<file path="src/rtl/gpio_cond_pkg.sv">
// Shared constants and sizing helpers for the gpio_conditioner input path.
// Optional build macro GPIO_COND_FALL_EVT_EN is consumed by gpio_cond_channel.
package gpio_cond_pkg;

    localparam int DEF_CLK_PERIOD_NS = 20;
    localparam int DEF_DEBOUNCE_NS   = 30_000_000;

    // Number of stable clocks required before the debounced level follows the input.
    function automatic int calc_deb_cnt(input int debounce_ns, input int clk_period_ns);
        int cnt;
        cnt = debounce_ns / clk_period_ns;
        return (cnt < 1) ? 1 : cnt;
    endfunction

    function automatic int calc_cnt_w(input int deb_cnt);
        return (deb_cnt < 1) ? 1 : $clog2(deb_cnt + 1);
    endfunction

endpackage

</file>
<file path="src/rtl/gpio_cond_channel.sv">
// One conditioner bit: synchroniser, debounce counter, edge pulses and sticky event.
// With GPIO_COND_FALL_EVT_EN defined, falling edges also set the event flag.
module gpio_cond_channel
    import gpio_cond_pkg::*;
#(
    parameter int   SYNC_STAGES   = 2,
    parameter int   CLK_PERIOD_NS = DEF_CLK_PERIOD_NS,
    parameter int   DEBOUNCE_NS   = DEF_DEBOUNCE_NS,
    parameter logic RESET_BIT     = 1'b0
) (
    input  logic clk,
    input  logic resetn,
    input  logic enable,
    input  logic sig_i,
    input  logic evt_clr,
    output logic sig_o,
    output logic rise_o,
    output logic fall_o,
    output logic evt_o
);

    localparam int DEB_CNT = calc_deb_cnt(DEBOUNCE_NS, CLK_PERIOD_NS);
    localparam int CNT_W   = calc_cnt_w(DEB_CNT);
    localparam logic [CNT_W-1:0] CNT_LAST = CNT_W'(DEB_CNT - 1);

    logic [SYNC_STAGES-1:0] sync_q;
    logic                   sync_s;
    logic                   sig_q, sig_d;
    logic [CNT_W-1:0]       cnt_q, cnt_d;
    logic                   rise_q, rise_d;
    logic                   fall_q, fall_d;
    logic                   evt_q, evt_d;
    logic                   evt_set;

    assign sync_s = sync_q[SYNC_STAGES-1];

    // The synchroniser always runs; enable only gates the debounce counter.
    always_comb begin
        sig_d  = sig_q;
        cnt_d  = cnt_q;
        rise_d = 1'b0;
        fall_d = 1'b0;
        if (sync_s == sig_q) begin
            cnt_d = '0;
        end else if (enable) begin
            if (cnt_q == CNT_LAST) begin
                sig_d  = sync_s;
                cnt_d  = '0;
                rise_d = sync_s;
                fall_d = ~sync_s;
            end else begin
                cnt_d = cnt_q + 1'b1;
            end
        end
    end

`ifdef GPIO_COND_FALL_EVT_EN
    assign evt_set = rise_q | fall_q;
`else
    assign evt_set = rise_q;
`endif

    // Set has priority over a simultaneous write-1-to-clear.
    assign evt_d = evt_set | (evt_q & ~evt_clr);

    always_ff @(posedge clk or negedge resetn) begin
        if (!resetn) begin
            sync_q <= {SYNC_STAGES{RESET_BIT}};
            sig_q  <= RESET_BIT;
            cnt_q  <= '0;
            rise_q <= 1'b0;
            fall_q <= 1'b0;
            evt_q  <= 1'b0;
        end else begin
            sync_q <= {sync_q[SYNC_STAGES-2:0], sig_i};
            sig_q  <= sig_d;
            cnt_q  <= cnt_d;
            rise_q <= rise_d;
            fall_q <= fall_d;
            evt_q  <= evt_d;
        end
    end

    assign sig_o  = sig_q;
    assign rise_o = rise_q;
    assign fall_o = fall_q;
    assign evt_o  = evt_q;

endmodule

</file>
<file path="src/rtl/gpio_conditioner.sv">
// N-channel input conditioner: per-pin channels plus a masked, registered interrupt flag.
// Build option GPIO_COND_FALL_EVT_EN makes falling edges latch events too.
module gpio_conditioner
    import gpio_cond_pkg::*;
#(
    parameter int              N_CH          = 8,
    parameter int              SYNC_STAGES   = 2,
    parameter int              CLK_PERIOD_NS = DEF_CLK_PERIOD_NS,
    parameter int              DEBOUNCE_NS   = DEF_DEBOUNCE_NS,
    parameter logic [N_CH-1:0] RESET_VAL     = '0
) (
    input  logic            clk,
    input  logic            resetn,
    input  logic            enable,
    input  logic [N_CH-1:0] sig_i,
    input  logic [N_CH-1:0] evt_mask,
    input  logic [N_CH-1:0] evt_clr,
    output logic [N_CH-1:0] sig_o,
    output logic [N_CH-1:0] rise_o,
    output logic [N_CH-1:0] fall_o,
    output logic [N_CH-1:0] evt_o,
    output logic            irq_o
);

    logic irq_q, irq_d;

    for (genvar g = 0; g < N_CH; g++) begin : g_ch
        gpio_cond_channel #(
            .SYNC_STAGES   (SYNC_STAGES),
            .CLK_PERIOD_NS (CLK_PERIOD_NS),
            .DEBOUNCE_NS   (DEBOUNCE_NS),
            .RESET_BIT     (RESET_VAL[g])
        ) u_ch (
            .clk     (clk),
            .resetn  (resetn),
            .enable  (enable),
            .sig_i   (sig_i[g]),
            .evt_clr (evt_clr[g]),
            .sig_o   (sig_o[g]),
            .rise_o  (rise_o[g]),
            .fall_o  (fall_o[g]),
            .evt_o   (evt_o[g])
        );
    end

    assign irq_d = |(evt_o & evt_mask);

    always_ff @(posedge clk or negedge resetn) begin
        if (!resetn) begin
            irq_q <= 1'b0;
        end else begin
            irq_q <= irq_d;
        end
    end

    assign irq_o = irq_q;

endmodule

</file>
<file path="config.mk">
export PLATFORM = sky130hd
export DESIGN_NAME = gpio_conditioner
export DESIGN_NICKNAME = d
export VERILOG_FILES = /design/src/rtl/gpio_cond_pkg.sv /design/src/rtl/gpio_cond_channel.sv /design/src/rtl/gpio_conditioner.sv
export SDC_FILE = /design/constraint.sdc
export NUM_CORES = 1
export LEC_CHECK = 0
export BUFFER_PORTS_ARGS = -buffer_cell sky130_fd_sc_hd__buf_4
export CAP_MARGIN = 5
export CORE_ASPECT_RATIO = 1.5
export CORE_MARGIN = 3
export CORE_UTILIZATION = 60
export CTS_BUF_LIST = sky130_fd_sc_hd__clkbuf_2
export DETAILED_ROUTE_END_ITERATION = 10
export GPL_ROUTABILITY_DRIVEN = 0
export PLACE_DENSITY = 0.74
export SLEW_MARGIN = 20
export SYNTH_ARGS = -nofsm -noshare
export SYNTH_HDL_FRONTEND = slang
export SYNTH_SLANG_ARGS = --single-unit
</file>
<file path="constraint.sdc">
create_clock -name clk -period 3.2 [get_ports clk]
set_clock_uncertainty 0.15 [all_clocks]
set_input_delay 0.32 -clock clk [delete_from_list [all_inputs] [get_ports clk]]
set_output_delay 0.32 -clock clk [all_outputs]
set_load 0.005 [all_outputs]
</file>
==> results of run 1 <==
==> sequential cells by signal (all words and copies together) (netlist names) <==
| name | flops |
|---|---|
| g_ch.u_ch.sync_q | 16 |
| g_ch.u_ch.cnt_q | 168 |
| g_ch.u_ch.evt_o | 8 |
| g_ch.u_ch.rise_o | 8 |
| g_ch.u_ch.fall_o | 8 |
| irq_o | 1 |
| g_ch.u_ch.sig_o | 8 |
==> power groups by stage <==
stage | sequential, uW | clock [uW] | combinational [uW]
3_3_place_gp | 2940 | 0 | 335
4_1_cts | 2890 | 1730 | 377
2_1_floorplan | 2920 | 0 | 220
6_report | 2900 | 1660 | 375
3_5_place_dp | 2950 | 0 | 345
5_1_grt | 2910 | 1890 | 427
==> path summary, 6_finish.rpt <==
check | start | end | slack, ns | cells past startpoint
setup / recovery | g_ch[6].u_ch.cnt_q[12] | g_ch[6].u_ch.cnt_q[3] | 0.45 | 6
hold / removal | sig_i[7] | g_ch[7].u_ch.sync_q[0] | 0.09 | 2
setup reg to reg | g_ch[6].u_ch.cnt_q[12] | g_ch[6].u_ch.cnt_q[3] | 0.45 | 6
hold reg to reg | g_ch[4].u_ch.sync_q[0] | g_ch[4].u_ch.sync_q[1] | 0.20 | 0
max in group asynchronous | resetn | g_ch[2].u_ch.fall_o | 1.90 | 4
min in group asynchronous | resetn | g_ch[4].u_ch.cnt_q[17] | 0.41 | 3
==> repair_timing <==
action                    4_1_cts  5_1_grt
setup buffers                   0        0
hold buffers                   29        0
hold endpoints to repair      258        0
==> placed cells by master (no fill, tap or decap), drive strengths merged, types with 10 or more instances in the layout <==
master,Yosys,final
dfrtp,217,217
mux2,13,13
inv,29,30
a31oi,127,127
mux2i,13,13
clkbuf,52,74
nand3,88,88
a21o,11,11
buf,43,80
nor2,66,66
nand2b,24,24
and3,18,18
a21oi,91,91
a22o,12,12
nor4,15,15
nand4,44,44
o21ai,39,39
a41oi,40,40
nand2,151,151
nor3,27,27
xor2,10,10
and2,15,15
dlygate4sd3,0,28
and4,12,12
==> area by class of cell <==
cell class              instances  area, um^2  area share, %
clock buffers                  74         370           2.98
multi-input cells             890        5250           42.2
diodes                          1        2.50         0.0201
repair buffers                108         933           7.50
flip-flops and latches        217        5430           43.6
well taps                     248         310           2.49
inverters                      29         109          0.875
clock inverters                 9        33.8          0.272
==> worst max-delay path, stage by stage, from the launching register on <==
cell and delay, ns:
dfrtp_1 0.43, or4_1 0.56, or4_1 0.45, o31a_1 0.43
buf_4 0.28, a41oi_1 0.26, a31oi_1 0.07
==> routing by layer <==
layer / up-vias / part of all wire (%) / wire length [um] / GRT usage (%)
met4: 0 / 2.3 / 580 / 9.14
met1: 4771 / 43 / 10800 / 31.7
met3: 46 / 4.5 / 1140 / 4.57
met5: - / 0 / 0 / 0
met2: 251 / 50 / 12700 / 42.8
li1: 4749 / - / - / -
==> through the flow <==
| step | power (uW) | worst slack [ns] |
|---|---|---|
| CTS | 5000 | 0.493 |
| global placement | 3280 | 0.600 |
| global route | 5230 | 0.352 |
| detailed placement | 3290 | 0.486 |
| floorplan | 3140 | 0.839 |
| finish | 4930 | 0.452 |
==> cells by family after synthesis <==
logic type / Yosys count
adders and majority gates: 8
DFF: 217
and+or+nand+nor: 500
AOI/OAI and AO/OA: 341
buffers and inverters: 124
muxes: 26
xor gates and xnor gates: 15
==> run_results.csv, run 1 <==
group,metric,value,unit
flow_run,maxCapViolCount,0,
routing,drtPass1Iterations,5,
place,hpwlAfterDp,16.6,mm
global_route,grt_pass1_wl,43.8,mm
power_and_ir_drop,pwr-share-comb,7.6,%
logic_synthesis,synth_top_family_by_area,"simple AND/OR/NAND/NOR gates",
logic_synthesis,synthXorXnorAreaFrac,1.17,%
worst_setup_path,cp_data_required_time,3.69,ns
routing,postRouteWirelength,25.3,mm
layout,final_area,12400,um^2
power_and_ir_drop,seqPwrFrac,58.8,%
power_and_ir_drop,vdd_drop_max,0.000294,V
logic_synthesis,synthSimpleGateAreaFrac,22.7,%
logic_synthesis,ys.flop_type,"dfrtp_1",
routing,via_per_inst,6.23,
die,die_width,118,um
die,die-area,20500,um^2
logic_synthesis,synth_compound_area_share,19.2,%
layout,fin_util,68.5,%
die,die_h,174,um
sta,setup_viol,0,
logic_synthesis,synth_cell_type_count,58,
clock_tree,ctsRootBufferMaster,"clkbuf_2",
layout,layoutNonFillerInstCount,1576,
logic_synthesis,ys_seq_area_share,48.2,%
routing,vias,9817,
sta,layout_min_cycle_time,2.75,ns
sta,worstMarginPinSlew,1.00,ns
logic_synthesis,synth_commonest_cells,"217 x dfrtp_1, 151 x nand2_1, 127 x a31oi_1",
worst_setup_path,cp.arrival,3.24,ns
power_and_ir_drop,leakagePower,0.00541,uW
global_route,overflow,0,
die,std_cell_rows,60,
worst_hold_path,hold_path_class,"input port to flip-flop",
sta,fmax,0.364,GHz
sta,drv_slew,0,
logic_synthesis,synth_edf_count,0,
clock_tree,worstSkewPairLatency,0.80,ns
clock_tree,clock_path_buffers,3,
sta,hold_slack,0.0882,ns
worst_setup_path,path_max_fanout,28,
die,coreArea,18200,um^2
die,initial_core_util,62.0,%
logic_synthesis,yosysMostFrequentCell,"dfrtp_1",
place,port_buffers,59,
clock_tree,cts.sinks,217,
logic_synthesis,yosysWarnings,0,
routing,drt_iter0_markers,627,
power_and_ir_drop,power.density,396,nW/um^2
clock_tree,cts_buffers,53,
power_and_ir_drop,netSwitchingFraction,28.0,%
routing,wl_per_cell,16.1,um
logic_synthesis,synthAdderAreaFrac,0.889,%
layout,fin_nets,1334,
sta,maxSlewHeadroom,33.1,%
routing,ant_nets,0,
logic_synthesis,muxShareOfSynthArea,2.46,%
sta,fin_setup_tns,0,ns
power_and_ir_drop,power.net_switching,1380,uW
logic_synthesis,synth_cells,1231,
layout,layout-drive-gt1-share,13.8,%
power_and_ir_drop,clockPowerShare,33.7,%
logic_synthesis,postSynthRegisterBits,217,
global_route,grt_max_degree,69,
clock_tree,path_clk_slew,0.09,ns
worst_setup_path,worst-setup-path-type,"flip-flop to flip-flop",
worst_setup_path,endpoint_kind,"flip-flop",
logic_synthesis,syn_area,11300,um^2
logic_synthesis,synth_area_leaders,"dfrtp_1 48%, a31oi_1 7.1%, nand2_1 5.0%, a21oi_1 4.0%, nand3_1 3.9%",
sta,rsz0062_at_grt,"no",
global_route,antenna_found_initial,1,
worst_setup_path,start_kind,"flip-flop",
place,post-place-cells,1463,
global_route,grt_pass1_vias,9454,
logic_synthesis,yosys.area.top_type,"dfrtp_1",
sta,hold_viol_final,0,
clock_tree,cts-htree-levels,2,
clock_tree,cts_tree,"yes",
layout,fillerInstances,1516,
logic_synthesis,syn-num-nets,1266,
logic_synthesis,syn_area_per_cell,9.14,um^2
run_status,status,"finished, final reports clean",
die,io_pins,60,
layout,area_delta_synth_final,10.5,%
sta,period_share,85.9,%
logic_synthesis,synth_top_area_share,48.2,%
global_route,grt.total_usage,25.0,%
place,placed_area,11700,um^2
power_and_ir_drop,p_int,3550,uW
logic_synthesis,ys_async_sr_fraction,100,%
routing,route.detailed.drc,0,
clock_tree,cts_resized,0,
Note: power is estimated with default switching activity, not from simulation.
==> inputs of run 2 (changes only) <==
- RECOVER_POWER: not set -> 50
- SETUP_SLACK_MARGIN: not set -> 0.4
==> run 2 against run 1 <==
  * Final area decreased by 0.16%
  * Power decreased by 0.24%
  * Non-clock buffer count decreased by 1
  * Clock-buffer cell count unchanged
  * Via count increased by 0.16%
  * Critical path depth unchanged
  * Die area unchanged
  * Worst setup slack improved by 0.037 ns
  * Combinational power decreased by 2%
  * Highest routed layer unchanged
  * Global-route usage decreased by 0.21 points
  * Flip-flop and latch count unchanged
  * The flow now finishes with violations (capacitance limit, slew limit)
  * Sequential share of layout area increased by 0.070 points
==> run_results.csv, run 2 (same netlist as run 1, synthesis figures left out) <==
group,metric,value,unit
worst_setup_path,path_max_fanout,28,
layout,top_register,"g_ch.u_ch.cnt_q",
worst_setup_path,critical_path.top_delay_family,"simple AND/OR/NAND/NOR gates",
global_route,antenna_found_initial,1,
run_status,violations,"capacitance limit, slew limit",
power_and_ir_drop,leakagePower,0.00540,uW
global_route,grt_max_degree,93,
worst_setup_path,slowest_delay,0.56,ns
sta,setup_viol,0,
run_status,status,"complete, but fails checks",
global_route,grt_pass1_wl,43.5,mm
global_route,overflow,0,
routing,drt_iter0_markers,635,
layout,layoutNonFillerInstCount,1576,
routing,postRouteWirelength,25.2,mm
global_route,grt_pass1_vias,9457,
layout,fin_nets,1334,
layout,mostFrequentLayoutCells,"217 x dfrtp_1, 151 x nand2_1, 125 x a31oi_1",
die,initial_core_util,62.0,%
clock_tree,cts_buffers,53,
layout,reg_top3,"g_ch.u_ch.cnt_q (168), g_ch.u_ch.sync_q (16)",
sta,maxSlewHeadroom,-37.5,%
routing,wl_per_cell,16.0,um
flow_run,maxCapViolCount,1,
routing,route.detailed.drc,0,
die,die_h,174,um
power_and_ir_drop,power.density,396,nW/um^2
sta,drv_slew,92,
worst_setup_path,cp_cell_sequence,"or4_1 > or4_1 > o31a_1 > buf_4 > a41oi_1 > a31oi_1",
clock_tree,path_clk_slew,0.09,ns
sta,hold_slack,0.101,ns
worst_setup_path,start_kind,"flip-flop",
global_route,grt.total_usage,24.8,%
die,die-area,20500,um^2
clock_tree,clock_path_buffers,3,
sta,rsz0062_at_grt,"no",
routing,ant_nets,0,
layout,layout-drive-gt1-share,13.8,%
sta,layout_min_cycle_time,2.71,ns
layout,largest_reg_flops,168,
place,port_buffers,59,
place,post-place-cells,1463,
clock_tree,worstSkewPairLatency,0.80,ns
worst_setup_path,cp.arrival,3.21,ns
sta,fin_setup_tns,0,ns
sta,fmax,0.369,GHz
die,die_width,118,um
worst_setup_path,crit_buf_inv,1,
place,hpwlAfterDp,16.6,mm
clock_tree,cts.sinks,217,
worst_setup_path,slowest_stage,"or4_1",
die,std_cell_rows,60,
clock_tree,ctsRootBufferMaster,"clkbuf_2",
worst_setup_path,crit_path_frequent_cell,"or4_1",
worst_setup_path,cp_data_required_time,3.70,ns
layout,area_delta_synth_final,10.3,%
worst_setup_path,worst-setup-path-type,"flip-flop to flip-flop",
clock_tree,cts_tree,"yes",
sta,hold_viol_final,0,
layout,final_common_cell,"dfrtp_1",
routing,drtPass1Iterations,6,
routing,via_per_inst,6.24,
sta,worstMarginPinSlew,2.06,ns
routing,vias,9833,
sta,period_share,84.7,%
die,io_pins,60,
clock_tree,cts-htree-levels,2,
worst_setup_path,endpoint_kind,"flip-flop",
die,coreArea,18200,um^2
worst_hold_path,hold_path_class,"input port to flip-flop",
power_and_ir_drop,vdd_drop_max,0.000295,V
## run 2: cell count changes in the layout (fill, tap and decap cells not counted), sizes merged
cell    before  now
buf         80   70
clkbuf      74   83
a211oi       1    2
## run 2: power by group
group | leakage (uW) | internal (uW) | switching [uW]
logic | 0.00209 | 137 | 232
clock network | 0.000324 | 605 | 1050
registers | 0.00298 | 2800 | 92.1
total | 0.00540 | 3550 | 1370
## run 2: worst paths after layout
path,startpoint,to,slack [ns],cells after the start
worst max-delay path,g_ch[6].u_ch.cnt_q[12],g_ch[6].u_ch.cnt_q[3],0.49,6
worst min-delay path,sig_i[3],g_ch[3].u_ch.sync_q[0],0.10,2
worst max register to register,g_ch[6].u_ch.cnt_q[12],g_ch[6].u_ch.cnt_q[3],0.49,6
worst min register to register,g_ch[4].u_ch.sync_q[0],g_ch[4].u_ch.sync_q[1],0.20,0
max in group asynchronous,resetn,g_ch[6].u_ch.cnt_q[7],0.57,4
min in group asynchronous,resetn,g_ch[3].u_ch.cnt_q[20],1.11,3
## run 2: what timing repair did
action                     in CTS  in global routing
resized for setup               0                  1
setup endpoints to repair       0                  5
hold buffers                   28                  0
setup buffers                   0                  0
hold endpoints to repair      258                  0
## run 2: area by class of cell
type | instances | area (um^2)
multi-input combinational | 891 | 5270
timing repair buffer | 107 | 893
fill | 1516 | 5750
sequential | 217 | 5430
tap | 248 | 310
antenna | 1 | 2.50
clock buffer | 74 | 370
inverter | 29 | 109
clock inverter | 9 | 33.8
## run 2: metrics by stage
| step | instance area [um^2] | total power (uW) | worst slack [ns] | util [%] |
|---|---|---|---|---|
| after floorplan | 11300 | 3140 | 0.839 | - |
| after global placement | 11700 | 3280 | 0.600 | 64.5 |
| after detailed placement | 11700 | 3290 | 0.486 | 64.5 |
| after CTS | 12400 | 5000 | 0.493 | 68.3 |
| after global routing | 12400 | 5220 | 0.208 | 68.4 |
| final | 12400 | 4920 | 0.489 | 68.4 |
## run 2: routing by layer
metal	GRT usage, %	share of wire [%]	up-vias
met1	31.4	43	4804
met4	9.29	2.2	0
met2	42.4	51	238
met5	0	0	-
met3	4.57	4.5	44
li1	-	-	4747
==> inputs of run 3 (changes only) <==
- ABC_AREA: not set -> 1
- clock period: 3.2 -> 2.75 ns (I/O delays scaled with it)
==> run 3 against run 2 <==
  * The flow now finishes without violations
  * Synthesized cell count grew 36%
  * Critical path type unchanged
  * Via count grew 12%
  * Final area grew 10%
  * Worst setup slack gained 0.081 ns
  * Area after synthesis grew 11%
==> run_results.csv, run 3 <==
group,metric,value,unit
run_status,status,"finished, final reports clean",
worst_setup_path,cp.arrival,2.71,ns
logic_synthesis,postSynthRegisterBits,217,
clock_tree,cts_buffers,51,
logic_synthesis,syn_area,12500,um^2
layout,layout-drive-gt1-share,13.1,%
routing,drt_iter0_markers,656,
clock_tree,ctsRootBufferMaster,"clkbuf_2",
logic_synthesis,yosys.area.top_type,"dfrtp_1",
die,io_pins,60,
routing,wl_per_cell,13.5,um
worst_setup_path,rrSetupSlack,0.57,ns
worst_setup_path,crit_end,"g_ch[1].u_ch.cnt_q[1]",
sta,worstMarginPinSlew,0.939,ns
sta,fin_setup_tns,0,ns
routing,drtPass1Iterations,5,
flow_run,maxCapViolCount,0,
power_and_ir_drop,vdd_drop_max,0.000351,V
worst_setup_path,endpoint_kind,"flip-flop",
routing,via_per_inst,5.34,
routing,route.detailed.drc,0,
logic_synthesis,synth_cells,1671,
sta,rsz0062_at_grt,"no",
die,std_cell_rows,64,
sta,drv_slew,0,
layout,fillerInstances,1801,
global_route,gr-usage-met3,4.81,%
layout,largest_reg_flops,168,
worst_setup_path,start_kind,"flip-flop",
worst_setup_path,cp_data_required_time,3.28,ns
clock_tree,clock_path_buffers,3,
sta,maxSlewHeadroom,37.4,%
global_route,overflow,0,
logic_synthesis,synth_commonest_cells,"499 x nand2_1, 217 x dfrtp_1, 183 x inv_1",
die,coreArea,20500,um^2
logic_synthesis,synth_top_area_share,43.3,%
logic_synthesis,ys_async_sr_fraction,100,%
layout,area_delta_synth_final,9.43,%
global_route,grt_pass1_vias,11000,
layout,top_register,"g_ch.u_ch.cnt_q",
power_and_ir_drop,totalPowerFinal,5510,uW
layout,mostFrequentLayoutCells,"499 x nand2_1, 217 x dfrtp_1, 183 x inv_1",
place,hpwlAfterDp,19.9,mm
logic_synthesis,ys_seq_area_share,43.3,%
layout,fin_nets,1804,
sta,hold_viol_final,0,
logic_synthesis,synth_cell_type_count,38,
worst_setup_path,worstSetupStartpoint,"g_ch[1].u_ch.sig_o",
sta,setup_viol,0,
worst_setup_path,r2r-start,"g_ch[1].u_ch.sig_o",
global_route,met2_usage,44.4,%
logic_synthesis,syn-num-nets,1706,
worst_setup_path,worst-setup-path-type,"flip-flop to flip-flop",
routing,postRouteWirelength,27.9,mm
logic_synthesis,synth_area_leaders,"dfrtp_1 43%, nand2_1 15%, nand3_1 5.8%, inv_1 5.5%, nor2_1 4.6%",
routing,vias,11000,
logic_synthesis,yosysWarnings,0,
sta,period_share,79.3,%
logic_synthesis,synth_edf_count,0,
clock_tree,cts-htree-levels,2,
clock_tree,path_clk_slew,0.11,ns
worst_setup_path,path_max_fanout,15,
layout,final_common_cell,"nand2_1",
global_route,grt_pass1_wl,48.7,mm
worst_setup_path,reg2reg_depth,6,
worst_hold_path,hold_path_class,"input port to flip-flop",
worst_setup_path,worstReg2RegEnd,"g_ch[1].u_ch.cnt_q[1]",
global_route,grtUsageMet1,31.6,%
clock_tree,cts.sinks,217,
global_route,grt_max_degree,77,
place,port_buffers,59,
die,die_h,183,um
layout,reg_top3,"g_ch.u_ch.cnt_q (168), g_ch.u_ch.sync_q (16)",
die,die-area,22700,um^2
logic_synthesis,syn_area_per_cell,7.51,um^2
sta,layout_min_cycle_time,2.18,ns
clock_tree,worstSkewPairLatency,0.80,ns
power_and_ir_drop,leakagePower,0.00642,uW
global_route,grt.busiest_layer,"met2",
clock_tree,cts_tree,"yes",
routing,ant_nets,0,
logic_synthesis,ys.flop_type,"dfrtp_1",
global_route,antenna_found_initial,1,
die,initial_core_util,61.2,%
die,die_width,124,um
logic_synthesis,yosysMostFrequentCell,"nand2_1",
sta,fmax,0.459,GHz
global_route,grt.total_usage,25.6,%
power_and_ir_drop,power.density,401,nW/um^2
## run 3: changes by cell type in the layout (fill, tap and decap cells not counted), sizes merged, moves of 45 or more
cell,previous run,this run
o21ai,39,84
a21oi,91,43
a31oi,127,0
inv,30,197
nor2,66,209
nand2,151,514
nand3,88,151
## run 3: how the worst min path moves through the flow
stage	startpoint	endpoint	slack [ns]	cells after the start
after floorplan	resetn	g_ch[0].u_ch.cnt_q[0]	-0.17	0
after global placement	resetn	g_ch[5].u_ch.cnt_q[1]	0.13	1
after detailed placement	resetn	g_ch[5].u_ch.cnt_q[1]	0.13	1
after CTS	evt_clr[2]	g_ch[2].u_ch.evt_o	0.002	3
after global routing	evt_clr[2]	g_ch[2].u_ch.evt_o	0.003	3
final	evt_clr[2]	g_ch[2].u_ch.evt_o	0.09	3
## run 3: cell type report
| type | instances | area (um^2) | share of cell area (%) |
|---|---|---|---|
| diodes | 1 | 2.50 | 0.0182 |
| clock buffers | 67 | 335 | 2.44 |
| clock inverters | 18 | 70.1 | 0.511 |
| inverters | 195 | 732 | 5.33 |
| multi-input cells | 1199 | 5930 | 43.2 |
| flip-flops and latches | 217 | 5430 | 39.6 |
| well taps | 264 | 330 | 2.41 |
| repair buffers | 105 | 890 | 6.48 |
## run 3: repair_timing
action,CTS,global route
hold buffers,35,0
endpoints found under the hold margin,365,0
resized for setup,0,2
setup buffers,0,1
endpoints found under the setup margin,0,1
## run 3: logic make-up (layout without fill, tap and decap cells)
group                    Yosys count  after routing  synth area share [%]
AO/OA/AOI/OAI                    179            179                  8.02
other                              0              1                     0
XOR/XNOR                          72             72                  5.03
AND/OR/NAND/NOR                  940            940                  33.5
adder cells (fa/ha/maj)            8              8                 0.798
buffers and inverters            255            385                  9.32
flip-flops                       217            217                  43.3
## run 3: metal layers
metal  share of wire (%)  routed length, um  vias up
met5                   0                  0        -
met4                 2.5                702        0
met3                 4.8               1350       61
met2                  50              14000      264
met1                  42              11800     5175
li1                    -                  -     5531
## run 3: power by group
group	switching, uW	total (uW)	internal, uW
sequential	29.1	3250	3220
combinational	217	333	116
clock	1260	1920	662
## run 3: through the flow
| step | cells | setup WS, ns | instance area [um^2] | hold WS, ns | util [%] |
|---|---|---|---|---|---|
| 3_3_place_gp | 1945 | 0.937 | 13000 | 0.129 | 63.4 |
| 5_1_grt | 2066 | 0.331 | 13700 | 0.00304 | 66.9 |
| 2_1_floorplan | 1671 | 1.21 | 12500 | -0.171 | - |
| 6_report | 2066 | 0.570 | 13700 | 0.0877 | 66.9 |
| 4_1_cts | 2065 | 0.426 | 13700 | 0.00178 | 67.1 |
| 3_5_place_dp | 1945 | 0.871 | 13000 | 0.130 | 63.4 |
## run 3: worst max-delay path, cell delays in order, from the launching register on
cell and delay, ns:
dfrtp_1 0.41, or2_1 0.12, nand2_1 0.14, nor2_2 0.11, clkbuf_1 0.57, inv_1 0.31, o21ai_0 0.25
